$ cat config.mk
export PLATFORM = sky130hd
export DESIGN_NAME = inst_fetch_unit
export DESIGN_NICKNAME = d
export VERILOG_FILES = /design/src/rtl/inst_fetch_unit.sv
export SDC_FILE = /design/constraint.sdc
export NUM_CORES = 1
export LEC_CHECK = 0
export BUFFER_PORTS_ARGS = -buffer_cell sky130_fd_sc_hd__buf_2
export CORE_MARGIN = 4
export CORE_UTILIZATION = 55
export CTS_BUF_LIST = sky130_fd_sc_hd__clkbuf_4
export DETAILED_ROUTE_END_ITERATION = 10
export PLACE_DENSITY = 0.79
export SLEW_MARGIN = 10
export SYNTH_ARGS = -nofsm -noshare
export SYNTH_HDL_FRONTEND = slang
export SYNTH_SLANG_ARGS = --single-unit
$ cat constraint.sdc
create_clock -name clk -period 8.4 [get_ports clk]
set_input_delay 0.84 -clock clk [delete_from_list [all_inputs] [get_ports clk]]
set_output_delay 0.84 -clock clk [all_outputs]
set_load 0.01 [all_outputs]
$ cat src/rtl/inst_fetch_unit.sv
`default_nettype none
// ============================================================================
// Module   : inst_fetch_unit
// Purpose  : Instruction fetch stage. Holds the PC and issues word reads to a
//            synchronous instruction memory with a 1-cycle read latency.
//            Returned words go into a 2-entry queue that is presented to
//            decode with a valid/ready handshake. Branch/jump redirects from
//            execute flush the queue and restart fetch at the target.
// Ports    : clk, rst                 - clock, async active-high reset
//            imem_en/addr/rdata       - instruction memory read port
//            redirect_valid/pc        - branch/jump redirect from execute
//            inst_valid/ready         - decode handshake
//            Inst_code, inst_pc,
//            inst_pc_plus4            - queue head (zero while empty)
//            misalign_err             - sticky misaligned-redirect flag
//            halted                   - fetch stopped by a halt opcode
// Options  : FETCH_HALT_EN - when defined, a fetched word with op_code
//            [31:26] = 6'b111111 halts further fetching until a redirect.
//            When undefined, halted is tied 0.
// Revision : 1.0 - initial release
// ============================================================================
module inst_fetch_unit #(
  parameter int                  PC_WIDTH = 32,
  parameter int                  IMEM_AW  = 6,
  parameter logic [PC_WIDTH-1:0] RESET_PC = '0
) (
  input  logic                clk,
  input  logic                rst,
  output logic                imem_en,
  output logic [IMEM_AW-1:0]  imem_addr,
  input  logic [31:0]         imem_rdata,
  input  logic                redirect_valid,
  input  logic [PC_WIDTH-1:0] redirect_pc,
  output logic                inst_valid,
  input  logic                inst_ready,
  output logic [31:0]         Inst_code,
  output logic [PC_WIDTH-1:0] inst_pc,
  output logic [PC_WIDTH-1:0] inst_pc_plus4,
  output logic                misalign_err,
  output logic                halted
);

  logic [PC_WIDTH-1:0] fetch_pc;
  logic [PC_WIDTH-1:0] tag_pc;
  logic                tag_epoch;
  logic                epoch;
  logic                inflight;
  logic [1:0]          count;
  logic [31:0]         q0_data, q1_data;
  logic [PC_WIDTH-1:0] q0_pc, q1_pc;

  logic                pop;
  logic                push;
  logic                issue;
  logic                halt_q;
  logic [2:0]          occupancy;
  logic [1:0]          count_after_pop;

  assign inst_valid = (count != 2'd0);
  assign pop        = inst_valid & inst_ready;

  // Slots already committed (queued + in flight) minus what decode takes now.
  assign occupancy       = {1'b0, count} + {2'b00, inflight} - {2'b00, pop};
  assign count_after_pop = count - {1'b0, pop};

  // Held low during reset so the first issue lands the cycle after release.
  assign issue = ~rst & ~redirect_valid & ~halt_q & (occupancy < 3'd2);

  // A redirect in the response cycle kills the returning word as well.
  assign push  = inflight & (tag_epoch == epoch) & ~redirect_valid;

  assign imem_en   = issue;
  assign imem_addr = fetch_pc[IMEM_AW+1:2];

  assign Inst_code     = inst_valid ? q0_data : 32'd0;
  assign inst_pc       = inst_valid ? q0_pc : '0;
  assign inst_pc_plus4 = inst_valid ? (q0_pc + PC_WIDTH'(4)) : '0;

  always_ff @(posedge clk or posedge rst) begin
    if (rst) begin
      fetch_pc     <= RESET_PC;
      tag_pc       <= '0;
      tag_epoch    <= 1'b0;
      epoch        <= 1'b0;
      inflight     <= 1'b0;
      count        <= 2'd0;
      q0_data      <= 32'd0;
      q1_data      <= 32'd0;
      q0_pc        <= '0;
      q1_pc        <= '0;
      misalign_err <= 1'b0;
    end else if (redirect_valid) begin
      fetch_pc <= {redirect_pc[PC_WIDTH-1:2], 2'b00};
      epoch    <= ~epoch;
      inflight <= 1'b0;
      count    <= 2'd0;
      if (redirect_pc[1:0] != 2'b00) begin
        misalign_err <= 1'b1;
      end
    end else begin
      inflight <= issue;
      if (issue) begin
        fetch_pc  <= fetch_pc + PC_WIDTH'(4);
        tag_pc    <= fetch_pc;
        tag_epoch <= epoch;
      end
      // Shift the queue on pop, then write the new word into the first free
      // slot as seen after that pop.
      if (pop) begin
        q0_data <= q1_data;
        q0_pc   <= q1_pc;
      end
      if (push) begin
        if (count_after_pop == 2'd0) begin
          q0_data <= imem_rdata;
          q0_pc   <= tag_pc;
        end else begin
          q1_data <= imem_rdata;
          q1_pc   <= tag_pc;
        end
      end
      count <= count_after_pop + {1'b0, push};
    end
  end

`ifdef FETCH_HALT_EN
  always_ff @(posedge clk or posedge rst) begin
    if (rst) begin
      halt_q <= 1'b0;
    end else if (redirect_valid) begin
      halt_q <= 1'b0;
    end else if (push && (imem_rdata[31:26] == 6'b111111)) begin
      halt_q <= 1'b1;
    end
  end
`else
  assign halt_q = 1'b0;
`endif

  assign halted = halt_q;

endmodule
`default_nettype wire

; ---- After elaboration in Yosys (flattened, before gate mapping)
; Index checks and enable logic that the tools add are counted.
; W data, S select, Z words.
[totals]
in_bits = 68
out_inout_bits = 106
register_bits = 198
[op_classes]
n_reduce_logical = 7
mux = 13
bitwise = 9
n_addsub = 6
n_lt_le_gt_ge = 1
eq_ne = 1
[ops]
columns = operator, count
row1 = $mux W32, 11
row2 = $add A32 B3 Y32 const B, 2
row3 = $reduce_bool A2 Y1, 3
row4 = $and A1 B1 Y1, 5
row5 = $not A1 Y1, 4
row6 = $reduce_and A2 Y1, 2
row7 = $add A2 B1 Y3, 1
row8 = $lt A3 B2 Y1 const B, 1
row9 = $reduce_and A3 Y1, 1
row10 = $sub A3 B1 Y3, 1
row11 = $add A2 B1 Y2, 1
row12 = $logic_not A2 Y1, 1
row13 = $mux W2, 1
row14 = $sub A2 B1 Y2, 1
row15 = $eq A1 B1 Y1, 1
row16 = $mux W1, 1

; ---- Depth between registers and ports, before layout
[depth]
word_depth = 7
depth_mapped = 13
ltp_nobuf = 10

; ---- Worst setup path after synthesis
; Ideal clock, no wire load.
[synth_timing]
kind = input -> output
start = input port inst_ready
end = output port imem_en
stages = 10
arrival_time_ps = 2717
slack_ps = 4843
path_cell_list = nor2b_1 -> nand2b_1 -> nand2_1 -> fa_1 -> xor2_2 -> or3_1 -> buf_2 -> buf_2 -> clkbuf_1 -> inv_1
[synth_between]
elab_chain_len = 4
[synth_rtl]
columns = item, line_no
row1 = start: declaration, 35  ; input logic inst_ready,
row2 = $and A1 B1 Y1, 60  ; assign pop = inst_valid & inst_ready;
row3 = $sub A3 B1 Y3, 63  ; assign occupancy = {1'b0, count} + {2'b00, inflight} - {2'b00, pop};
row4 = $lt A3 B2 Y1, 67  ; assign issue = ~rst & ~redirect_valid & ~halt_q & (occupancy < 3'd2);
row5 = $and A1 B1 Y1, 67
row6 = end: declaration, 29  ; output logic imem_en,
; Every way passes these cells.

; ---- Worst setup path after layout
[layout_timing]
start = register count[1]
end = output port imem_en
[layout_between]
elab_chain_len = 5
[layout_rtl]
columns = item, line_no
row1 = start: declaration, 48  ; logic [1:0] count;
row2 = start signal: assignment, 122  ; count <= count_after_pop + {1'b0, push};
row3 = branches (longest 2 deep; another with $add A2 B1 Y3), n/a
row4 = $sub A3 B1 Y3 *, 63
row5 = $lt A3 B2 Y1 *, 67
row6 = $and A1 B1 Y1 *, 67
; Every way passes the cells marked *.

==> flow_metrics.tcl <==
set metrics [dict create \
    critPathKind "reg2out" \
    avgViaCountPerCell 5.411 \
    cp_slowest_cell "or3_2" \
    setup_slack_ns 4.020 \
    use_met1_pct 32.03 \
    fillers 1466 \
    coreArea_sq_mm 0.01724 \
    netlist_instances 976 \
    synth_nets 1048 \
    drc 0 \
    timing.final.crit_share_pct 52.14 \
    post-place-ws_ns 4.063 \
    crit_chain "nand3b_1, nand2b_1, nand2_1, fa_1, xor2_2, or3_2, buf_4, inv_1, buf_2" \
    rsz0062_at_grt "false" \
    outcome "finished clean" \
    wl_mm 21.21 \
    fp.dieW_um 140.5 \
    reg2regPathDepth 11 \
    antenna_left 0 \
    nets 1177 \
    gr-total-overflow 0 \
    synth_commonest_cells "nand2_1, dfrtp_1, and2_1" \
    grt_busiest_layer "met2" \
    dp.cells 1311 \
    ctsLongestPathBuffers 2 \
    fmax_mhz 228.3 \
    path_clk_slew_ns 0.15 \
    yosysSeqAreaShare_pct 49.79 \
    fp-row-count 48 \
    synth.most_common_cell "nand2_1" \
    antenna_found_initial 1 \
    min_period_ns 4.380 \
    grt_pass1_vias 6887 \
    use_met2_pct 33.11 \
    cp.required_ns 7.56 \
    syn_avg_cell_area_sq_um 9.888 \
    grt_max_degree 126 \
    cts_setup_buffers 0 \
    post-dp-hpwl_mm 14.72 \
    finClkSkew_ns 0.02187 \
    slew_headroom_pct 19.94 \
    reg2reg_to "fetch_pc[14]" \
    synth_top_area_cell "dfrtp_1" \
    dr.pass1.iters 5 \
    setup_viol 0 \
    stdcell_count 1344 \
    grt_pass1_wl_mm 35.25 \
    die_y_um 140.5 \
    path_max_fanout 37 \
    portBuffers 172 \
    ys_seq_elements 192 \
    drive_gt1_share_pct 25.76 \
    r2r-start "count[1]" \
    cts_made_buffers 17 \
    drtIter0Drc 559 \
    grt_use_met3_pct 4.712 \
    ys_async_sr_fraction_pct 100.0 \
    slowest_delay_ns 0.70 \
    powerDensity_mw_per_mm2 190.2 \
    tightestPinTransition_ns 1.192 \
    holdWs_ns 0.4229 \
    hold_viol_final 0 \
    start_util_pct 55.99 \
    synth_top_area_share_pct 49.79 \
    finalMaxSlewViolations 0 \
    ys_top_cells_by_area "dfrtp_1, nand2_1, mux2_2, mux2i_1, and2_1" \
    crit_family "simple AND/OR/NAND/NOR gates" \
    leakage_nw 5.137 \
    ys_warn_count 0 \
    netlist_area_sq_mm 0.009651 \
    cts_hold_buf 0 \
    maxCapViolCount 0 \
    hold_path.class "in2async" \
    wl_per_cell_um 15.78 \
    root_buffer "clkbuf_4" \
    h-tree-depth 4 \
    synth_cell_types 56 \
    cts.sinks 192 \
    regToRegSetupSlack_ns 4.46 \
    seq_area_sq_mm 0.004805 \
    crit_path_start_kind "flip-flop" \
    gp_congestion 0.8534 \
    multi_input_area_sq_mm 0.004446 \
    setup_tns_ns 0 \
    vdd_ir_drop_max_mv 0.09222 \
    cp-end-kind "output port" \
    area_delta_synth_final_pct 11.88 \
    total_power_mw 2.054 \
    ys.flop_type "dfrtp_1" \
    io_pins 174 \
    arrival_ns 3.54 \
    cts_tree "yes" \
    ctsResizeCount 0 \
    grt_usage_pct 21.86 \
    vias 7273 \
    die_area_sq_mm 0.01973 \
    synth_edf_count 0 \
    crit_buf_inv 3 \
    clock_latency_ns 0.58 \
]
-- flip-flops by register name, indices dropped and copies added, names as in the netlist --
signal        flops
q0_data          32
q0_pc            32
q1_data          32
fetch_pc         30
q1_pc            30
tag_pc           30
count             2
epoch             1
inflight          1
misalign_err      1
tag_epoch         1
-- worst max path at each step --
stage	startpoint	end	slack, ns	cells past startpoint
5_1_grt	count[1]	imem_en	3.76	9
6_report	count[1]	imem_en	4.02	9
4_1_cts	count[1]	imem_en	3.99	9
3_5_place_dp	inst_ready	fetch_pc[14]	4.06	12
3_3_place_gp	inst_ready	fetch_pc[14]	4.25	12
2_1_floorplan	rst	count[0]	2.33	1
-- where the power goes --
| part | switching (mW) | internal, mW | total (mW) |
|---|---|---|---|
| logic | 0.194 | 0.154 | 0.348 |
| registers | 0.136 | 1.07 | 1.21 |
| clock network | 0.308 | 0.188 | 0.497 |
| total | 0.638 | 1.42 | 2.05 |
-- area by class of cell --
cell class / count / share of cell area (%)
diodes: 1 / 0.02318
clock buffers: 20 / 1.391
clock inverters: 12 / 1.275
inverters: 15 / 0.6374
multi-input cells: 701 / 41.18
flip-flops and latches: 192 / 44.50
well taps: 225 / 2.607
repair buffers: 178 / 8.390
-- stage by stage --
step	cell area, sq um	utilization (%)
2_1_floorplan	9651	-
3_3_place_gp	10510	60.95
3_5_place_dp	10510	60.95
4_1_cts	10790	62.62
5_1_grt	10800	62.64
6_report	10800	62.64
-- cell families (layout without fill, tap and decap cells) --
kind of cell / Yosys count / in the layout / share of synthesized area, %
mux: 125 / 125 / 13.77
compound gates: 129 / 129 / 7.961
xor+xnor: 33 / 33 / 3.073
other cells: 1 / 2 / 0.03886
flops: 192 / 192 / 49.79
buf+inv: 83 / 225 / 4.408
fa+ha+maj: 4 / 4 / 0.5964
simple gates: 409 / 409 / 20.37
-- cells in the final DEF, fill, tap and decap left out, drive strengths merged, types with 15 or more instances in the layout --
cell	instances
mux2	62
nand4	18
o21ai	84
buf	178
o311ai	15
nand2	206
inv	16
dfrtp	192
nor2	45
xor2	16
mux2i	63
and2	66
xnor2	17
clkbuf	20
nand3	26
-- routing by layer --
metal | vias up | share of wire, % | routed length [um]
met5 | - | 0 | 0
met4 | 0 | 1.7 | 368
met3 | 35 | 5.8 | 1224
met2 | 219 | 46 | 9663
met1 | 3421 | 47 | 9956
li1 | 3598 | - | -
No activity file was read; power rests on OpenSTA's default activity.
